<file path="src/rtl/dcs_result_requant_if.sv">
// Stream bundle for dcs_result_requant: valid-only 32-bit word input,
// valid/ready byte output with shift exponent, last marker and sticky overflow.
interface dcs_result_requant_if #(
    parameter int unsigned IN_W  = 32,
    parameter int unsigned OUT_W = 8
);
    logic             in_valid;
    logic [IN_W-1:0]  in_data;
    logic             out_valid;
    logic             out_ready;
    logic [OUT_W-1:0] out_data;
    logic [4:0]       out_shift;
    logic             out_last;
    logic             overflow;

    // Requantiser side
    modport slave (
        input  in_valid, in_data, out_ready,
        output out_valid, out_data, out_shift, out_last, overflow
    );

    // Producer/consumer side
    modport master (
        output in_valid, in_data, out_ready,
        input  out_valid, out_data, out_shift, out_last, overflow
    );
endinterface

</file>
<file path="src/rtl/dcs_result_requant.sv">
// Burst requantiser: captures N-word result bursts into a two-bank buffer,
// picks one power-of-two shift per burst so the burst max fits in OUT_W bits,
// and streams the shifted bytes out over valid/ready.
// Optional macro RQ_ROUND_EN: round-half-up instead of truncation.
module dcs_result_requant #(
    parameter int unsigned N     = 8,
    parameter int unsigned IN_W  = 32,
    parameter int unsigned OUT_W = 8
) (
    input  logic                  clk,
    input  logic                  rst_n,
    dcs_result_requant_if.slave   bus
);
    localparam int unsigned CNT_W     = $clog2(N);
    localparam int unsigned SHIFT_W   = 5;
    localparam int          MAX_SHIFT = int'(IN_W - OUT_W);
    localparam logic [IN_W-1:0] BYTE_MAX = IN_W'((1 << OUT_W) - 1);

    typedef enum logic [1:0] {IDLE, SCALE, SEND} state_t;

    // Smallest shift that brings the burst max into OUT_W bits
    function automatic logic [SHIFT_W-1:0] pick_shift(input logic [IN_W-1:0] m);
        logic [SHIFT_W-1:0] s;
        s = SHIFT_W'(MAX_SHIFT);
        for (int i = MAX_SHIFT; i >= 0; i--) begin
            if ((m >> i) <= BYTE_MAX) s = SHIFT_W'(i);
        end
        return s;
    endfunction

    // Shift one word down to a byte, one bit of headroom for the rounding carry
    function automatic logic [OUT_W-1:0] requant(input logic [IN_W-1:0] x,
                                                 input logic [SHIFT_W-1:0] s);
        logic [IN_W:0] sum;
        logic [IN_W:0] y;
`ifdef RQ_ROUND_EN
        sum = {1'b0, x} + ((s != '0) ? ((IN_W+1)'(1) << (s - SHIFT_W'(1))) : '0);
`else
        sum = {1'b0, x};
`endif
        y = sum >> s;
        if (y > (IN_W+1)'(BYTE_MAX)) return '1;
        return y[OUT_W-1:0];
    endfunction

    // Buffer and capture state
    logic [IN_W-1:0]  bank_mem [2][N];
    logic [IN_W-1:0]  bank_max_q [2];
    logic [1:0]       full_q;
    logic [CNT_W-1:0] wr_cnt_q;
    logic             wr_bank_q;
    logic             drop_q;
    logic [IN_W-1:0]  run_max_q;
    logic             overflow_q;

    // Output side state
    state_t             state_q, state_d;
    logic [CNT_W-1:0]   rd_cnt_q, rd_cnt_d;
    logic               rd_bank_q, rd_bank_d;
    logic               out_valid_q, out_valid_d;
    logic [OUT_W-1:0]   out_data_q, out_data_d;
    logic [SHIFT_W-1:0] out_shift_q, out_shift_d;
    logic               out_last_q, out_last_d;
    logic               rd_free_c;

    logic               accept_c;
    logic               wr_last_c;
    logic               bank_set_c;
    logic [IN_W-1:0]    run_max_c;
    logic [SHIFT_W-1:0] shift_c;
    logic [CNT_W-1:0]   rd_cnt_inc_c;

    // Burst acceptance is decided on the first beat from the registered full flag
    assign accept_c   = (wr_cnt_q == '0) ? !full_q[wr_bank_q] : !drop_q;
    assign wr_last_c  = (wr_cnt_q == CNT_W'(N - 1));
    assign bank_set_c = bus.in_valid && accept_c && wr_last_c;
    assign run_max_c  = (wr_cnt_q == '0)          ? bus.in_data :
                        (bus.in_data > run_max_q) ? bus.in_data : run_max_q;
    assign shift_c      = pick_shift(bank_max_q[rd_bank_q]);
    assign rd_cnt_inc_c = rd_cnt_q + CNT_W'(1);

    // Capture counters, running max and sticky overflow
    always_ff @(posedge clk or negedge rst_n) begin
        if (!rst_n) begin
            wr_cnt_q   <= '0;
            wr_bank_q  <= 1'b0;
            drop_q     <= 1'b0;
            run_max_q  <= '0;
            overflow_q <= 1'b0;
            for (int b = 0; b < 2; b++) bank_max_q[b] <= '0;
        end else if (bus.in_valid) begin
            wr_cnt_q <= wr_last_c ? '0 : wr_cnt_q + CNT_W'(1);
            drop_q   <= !accept_c;
            if (accept_c) begin
                run_max_q <= run_max_c;
                if (wr_last_c) begin
                    bank_max_q[wr_bank_q] <= run_max_c;
                    wr_bank_q             <= ~wr_bank_q;
                end
            end else begin
                overflow_q <= 1'b1;
            end
        end
    end

    // Word storage, no reset needed: contents are qualified by the full flags
    always_ff @(posedge clk) begin
        if (bus.in_valid && accept_c) bank_mem[wr_bank_q][wr_cnt_q] <= bus.in_data;
    end

    // Bank full flags: set by capture, cleared by the last output handshake
    always_ff @(posedge clk or negedge rst_n) begin
        if (!rst_n) begin
            full_q <= '0;
        end else begin
            for (int b = 0; b < 2; b++) begin
                if (bank_set_c && (wr_bank_q == 1'(b))) full_q[b] <= 1'b1;
                else if (rd_free_c && (rd_bank_q == 1'(b))) full_q[b] <= 1'b0;
            end
        end
    end

    // Output FSM and registered output stage
    always_ff @(posedge clk or negedge rst_n) begin
        if (!rst_n) begin
            state_q     <= IDLE;
            rd_cnt_q    <= '0;
            rd_bank_q   <= 1'b0;
            out_valid_q <= 1'b0;
            out_data_q  <= '0;
            out_shift_q <= '0;
            out_last_q  <= 1'b0;
        end else begin
            state_q     <= state_d;
            rd_cnt_q    <= rd_cnt_d;
            rd_bank_q   <= rd_bank_d;
            out_valid_q <= out_valid_d;
            out_data_q  <= out_data_d;
            out_shift_q <= out_shift_d;
            out_last_q  <= out_last_d;
        end
    end

    // Next-state and next-output logic; outputs hold unless a handshake advances them
    always_comb begin
        state_d     = state_q;
        rd_cnt_d    = rd_cnt_q;
        rd_bank_d   = rd_bank_q;
        out_valid_d = out_valid_q;
        out_data_d  = out_data_q;
        out_shift_d = out_shift_q;
        out_last_d  = out_last_q;
        rd_free_c   = 1'b0;
        case (state_q)
            IDLE: begin
                if (full_q[rd_bank_q]) state_d = SCALE;
            end
            SCALE: begin
                out_shift_d = shift_c;
                out_data_d  = requant(bank_mem[rd_bank_q][0], shift_c);
                out_last_d  = 1'b0;
                out_valid_d = 1'b1;
                rd_cnt_d    = '0;
                state_d     = SEND;
            end
            SEND: begin
                if (out_valid_q && bus.out_ready) begin
                    if (rd_cnt_q == CNT_W'(N - 1)) begin
                        rd_free_c   = 1'b1;
                        rd_bank_d   = ~rd_bank_q;
                        rd_cnt_d    = '0;
                        out_valid_d = 1'b0;
                        out_last_d  = 1'b0;
                        state_d     = IDLE;
                    end else begin
                        rd_cnt_d   = rd_cnt_inc_c;
                        out_data_d = requant(bank_mem[rd_bank_q][rd_cnt_inc_c], out_shift_q);
                        out_last_d = (rd_cnt_inc_c == CNT_W'(N - 1));
                    end
                end
            end
            default: state_d = IDLE;
        endcase
    end

    assign bus.out_valid = out_valid_q;
    assign bus.out_data  = out_data_q;
    assign bus.out_shift = out_shift_q;
    assign bus.out_last  = out_last_q;
    assign bus.overflow  = overflow_q;
endmodule
</file>
<file path="src/flat_wrapper.sv">
// flat-port wrapper written by rule: the top's interface ports become plain ports
module dcs_result_requant_flat 
#(
    parameter int unsigned N     = 8,
    parameter int unsigned IN_W  = 32,
    parameter int unsigned OUT_W = 8
)
  (clk, rst_n, bus_in_valid, bus_in_data, bus_out_ready, bus_out_valid, bus_out_data, bus_out_shift, bus_out_last, bus_overflow);
  dcs_result_requant_if #(.IN_W(IN_W), .OUT_W(OUT_W)) bus_i ();
  input  logic clk;
  input  logic rst_n;
  input wire logic [$bits(bus_i.in_valid)-1:0] bus_in_valid;
  input wire logic [$bits(bus_i.in_data)-1:0] bus_in_data;
  input wire logic [$bits(bus_i.out_ready)-1:0] bus_out_ready;
  output wire logic [$bits(bus_i.out_valid)-1:0] bus_out_valid;
  output wire logic [$bits(bus_i.out_data)-1:0] bus_out_data;
  output wire logic [$bits(bus_i.out_shift)-1:0] bus_out_shift;
  output wire logic [$bits(bus_i.out_last)-1:0] bus_out_last;
  output wire logic [$bits(bus_i.overflow)-1:0] bus_overflow;
  assign bus_i.in_valid = bus_in_valid;
  assign bus_i.in_data = bus_in_data;
  assign bus_i.out_ready = bus_out_ready;
  assign bus_out_valid = bus_i.out_valid;
  assign bus_out_data = bus_i.out_data;
  assign bus_out_shift = bus_i.out_shift;
  assign bus_out_last = bus_i.out_last;
  assign bus_overflow = bus_i.overflow;
  dcs_result_requant #(.N(N), .IN_W(IN_W), .OUT_W(OUT_W)) u_core (.clk(clk), .rst_n(rst_n), .bus(bus_i));
endmodule
</file>
<file path="config.mk">
export PLATFORM = sky130hd
export DESIGN_NAME = dcs_result_requant_flat
export DESIGN_NICKNAME = d
export VERILOG_FILES = /design/src/rtl/dcs_result_requant_if.sv /design/src/rtl/dcs_result_requant.sv /design/src/flat_wrapper.sv
export SDC_FILE = /design/constraint.sdc
export NUM_CORES = 1
export LEC_CHECK = 0
export ABC_AREA = 0
export CAP_MARGIN = 20
export CORE_ASPECT_RATIO = 1.1
export CORE_UTILIZATION = 45
export CTS_CLUSTER_DIAMETER = 120
export DETAILED_ROUTE_END_ITERATION = 8
export GPL_TIMING_DRIVEN = 0
export SLEW_MARGIN = 40
export SYNTH_ARGS = -nofsm -noshare
export SYNTH_HDL_FRONTEND = slang
export SYNTH_SLANG_ARGS = --single-unit
</file>
<file path="constraint.sdc">
create_clock -name clk -period 4.8 [get_ports clk]
set_input_delay 0.72 -clock clk [delete_from_list [all_inputs] [get_ports clk]]
set_output_delay 0.72 -clock clk [all_outputs]
set_load 0.02 [all_outputs]
</file>
==> metrics.txt <==
status finished clean; Fin. Hold Viols 0; Site Rows 98; vias in the first global route 19,668; GPL Wtd Cong 0.970; DRC 0; Max Slew Vio Count 0; Die W 246 um; drt wl/cell 30.2 um; Core Box Area 64,900 um^2; EDFF count, synth 512; Mapped Area 29,500 um^2; Fmax achieved 0.212 GHz; Area contributors post-synth edfxtp_1 52%, mux4_2 11%, dfrtp_1 9.3%; Yosys top cell area share 0.522; placed cell count 3,020; I/O pin cnt 52; Final nets 2,345; DR pass1 iterations 7; Root Driver clkbuf_16; Routed Wire Length 95.8 mm; Port Buf Inserts 51; ANT nets after route 0; Initial DRC Count 2,010; worst skew pair latency 630 ps; GRT Total Usage 0.290; Worst-path clk slew 70 ps; yosys warns 0; Unique masters post-synth 88; Clock Path Buffers 3; max_slew headroom 0.433; Worst Tran Pin Value 848 ps; nature of the critical path endpoint flip-flop; die area 66,500 um^2; kind of critical path flip-flop to flip-flop; Syn Nets 2,141; Startpoint Class flip-flop; Hold Path Class flip-flop to flip-flop; Power, Total 24.4 mW; Overflow after GRT 0; largest net degree at the start of global routing 65; Detailed Place HPWL 70.1 mm; PD cells 688 nW/um^2; Synth Instances 2,064; most frequent cells after synthesis 512 x edfxtp_1, 221 x nand2_1, 143 x o21ai_0; worst vdd ir 0.000318 V; DR vias/cell 6.27; Fill cells 5,231; Initial Util 0.454; total CTS buffers 66; CP Max Fanout 10; most frequent cell after synthesis edfxtp_1; Leakage 12.5 nW; #FFs+latches synth 621; synthesized area per cell 14.3 um^2; H-Tree Depth 3; share of layout cells above drive strength 1 0.256; Synth Flop Type edfxtp_1; worst path arrival time 5210 ps; worst hold slack 473 ps; Final setup violation count 0; # clock sinks 621; fin cells 3,169; CTS tree done; Via Count 19,866; first-pass GRT wire length 137 mm; Layout Area Growth over Synthesis 20.5%; sequential share of the synthesized area 0.614; async set-reset flop share out of synthesis 0.176; Tcrit/Tclk final 0.985; Die Y 270 um; final period demand of the worst path 4730 ps; Fin Clk Skew 36.3 ps; leading area contributor after synthesis edfxtp_1; max-cap violations 0; initial antenna violation count 0; Worst EP required 5280 ps
critical path, cell delays in order (launching register included):
cell and delay [ps]:
dfrtp_2 440, inv_2 80, buf_6 160, buf_8 160
ha_4 330, buf_12 160, mux4_2 310, mux2_4 340
a22o_1 230, or3_4 440, a211oi_4 310, buf_4 180
nand3_1 70, o21ai_0 130, o211ai_1 120, o31ai_1 280
and4b_2 410, a32oi_1 110, mux2_2 280
layout by cell type, fill, tap and decap left out, types with 14 or more instances in the layout:
cell type,Yosys,final
edfxtp_1,512,512
nand2_1,221,220
mux4_2,142,142
o21ai_0,143,132
dfrtp_1,109,107
mux2i_1,139,94
nor2_1,99,82
clkbuf_16,0,68
clkbuf_1,70,67
inv_1,55,53
buf_4,14,52
a21oi_1,55,46
mux2_2,44,39
ha_1,41,39
buf_2,20,35
nand3_1,37,34
clkdlybuf4s50_1,0,34
buf_8,0,28
mux2i_4,0,27
nor3_1,34,25
o22ai_1,26,23
mux2i_2,1,19
a211oi_1,23,18
clkinv_1,2,18
nand4_1,16,16
nand2b_1,15,15
a22oi_1,17,14
layer usage:
metal	track usage	share of wire	vias up
met5	0	0	-
met4	0.0956	0.031	0
met3	0.0371	0.066	163
met1	0.406	0.42	10296
met2	0.467	0.48	887
li1	-	-	8520
path summary, 6_finish.rpt:
kind                                      start                     end  slack (ps)  cells past startpoint
max in group asynchronous                 rst_n        u_core.rd_bank_q        3520                      3
min                        u_core.bank_max_q[8]    u_core.bank_max_q[8]         470                      2
min in group asynchronous                 rst_n    u_core.run_max_q[12]         580                      2
min reg2reg                u_core.bank_max_q[8]    u_core.bank_max_q[8]         470                      2
max                          u_core.rd_cnt_q[0]  u_core.bus.out_data[7]          70                     18
max reg2reg                  u_core.rd_cnt_q[0]  u_core.bus.out_data[7]          70                     18
where the power goes:
part	total (mW)	switching [mW]	internal [mW]
sequential	6.92	0.359	6.56
combinational	12.4	7.61	4.76
clock	5.10	2.13	2.97
state kept, by name (all words and copies together), names as in the netlist:
signal,flops
u_core.wr_bank_q,1
u_core.bank_max_q,48
u_core.bus.out_data,8
u_core.wr_cnt_q,3
u_core.drop_q,1
u_core.full_q,2
u_core.bus.out_valid,1
u_core.state_q,2
u_core.bus.out_shift,5
u_core.rd_bank_q,1
u_core.rd_cnt_q,3
u_core.bank_mem,512
u_core.run_max_q,32
u_core.bus.overflow,1
u_core.bus.out_last,1
logic make-up after synthesis:
family,Yosys count,share of synthesized area
AO/OA/AOI/OAI,408,0.0918
XOR/XNOR,1,0.000297
adder cells (fa/ha/maj),41,0.0174
buffers and inverters,186,0.0284
flip-flops,621,0.614
multiplexers,331,0.175
AND/OR/NAND/NOR,476,0.0722
layout make-up:
cell class,instances,area [um^2],area share
inverter,58,221,0.00624
clock buffer,82,1740,0.0491
clock inverter,36,397,0.0112
timing repair buffer,138,1450,0.0408
buffer,126,1020,0.0288
tap,850,1060,0.0300
sequential,621,18100,0.510
multi-input combinational,1257,11500,0.324
antenna,1,2.50,0.0000705
per-stage QoR:
step	setup TNS [ps]	setup WS [ps]	cell area [um^2]	utilization
2_1_floorplan	0	158	29500	-
3_3_place_gp	-715340	-2920	31000	0.478
3_5_place_dp	-26850	-2090	31900	0.492
4_1_cts	-1.90	-1.90	35000	0.540
5_1_grt	-193	-41.7	35500	0.547
6_report	0	72.4	35500	0.547
timing repair:
| item | 4_1_cts | 5_1_grt |
|---|---|---|
| resized for setup | 202 | 93 |
| hold endpoints to repair | 11 | 0 |
| setup buffers | 16 | 14 |
| pin swaps | 8 | 21 |
| endpoints found under the setup margin | 10 | 8 |
| hold buffers | 1 | 0 |
Power figures use the tool's default switching activity.
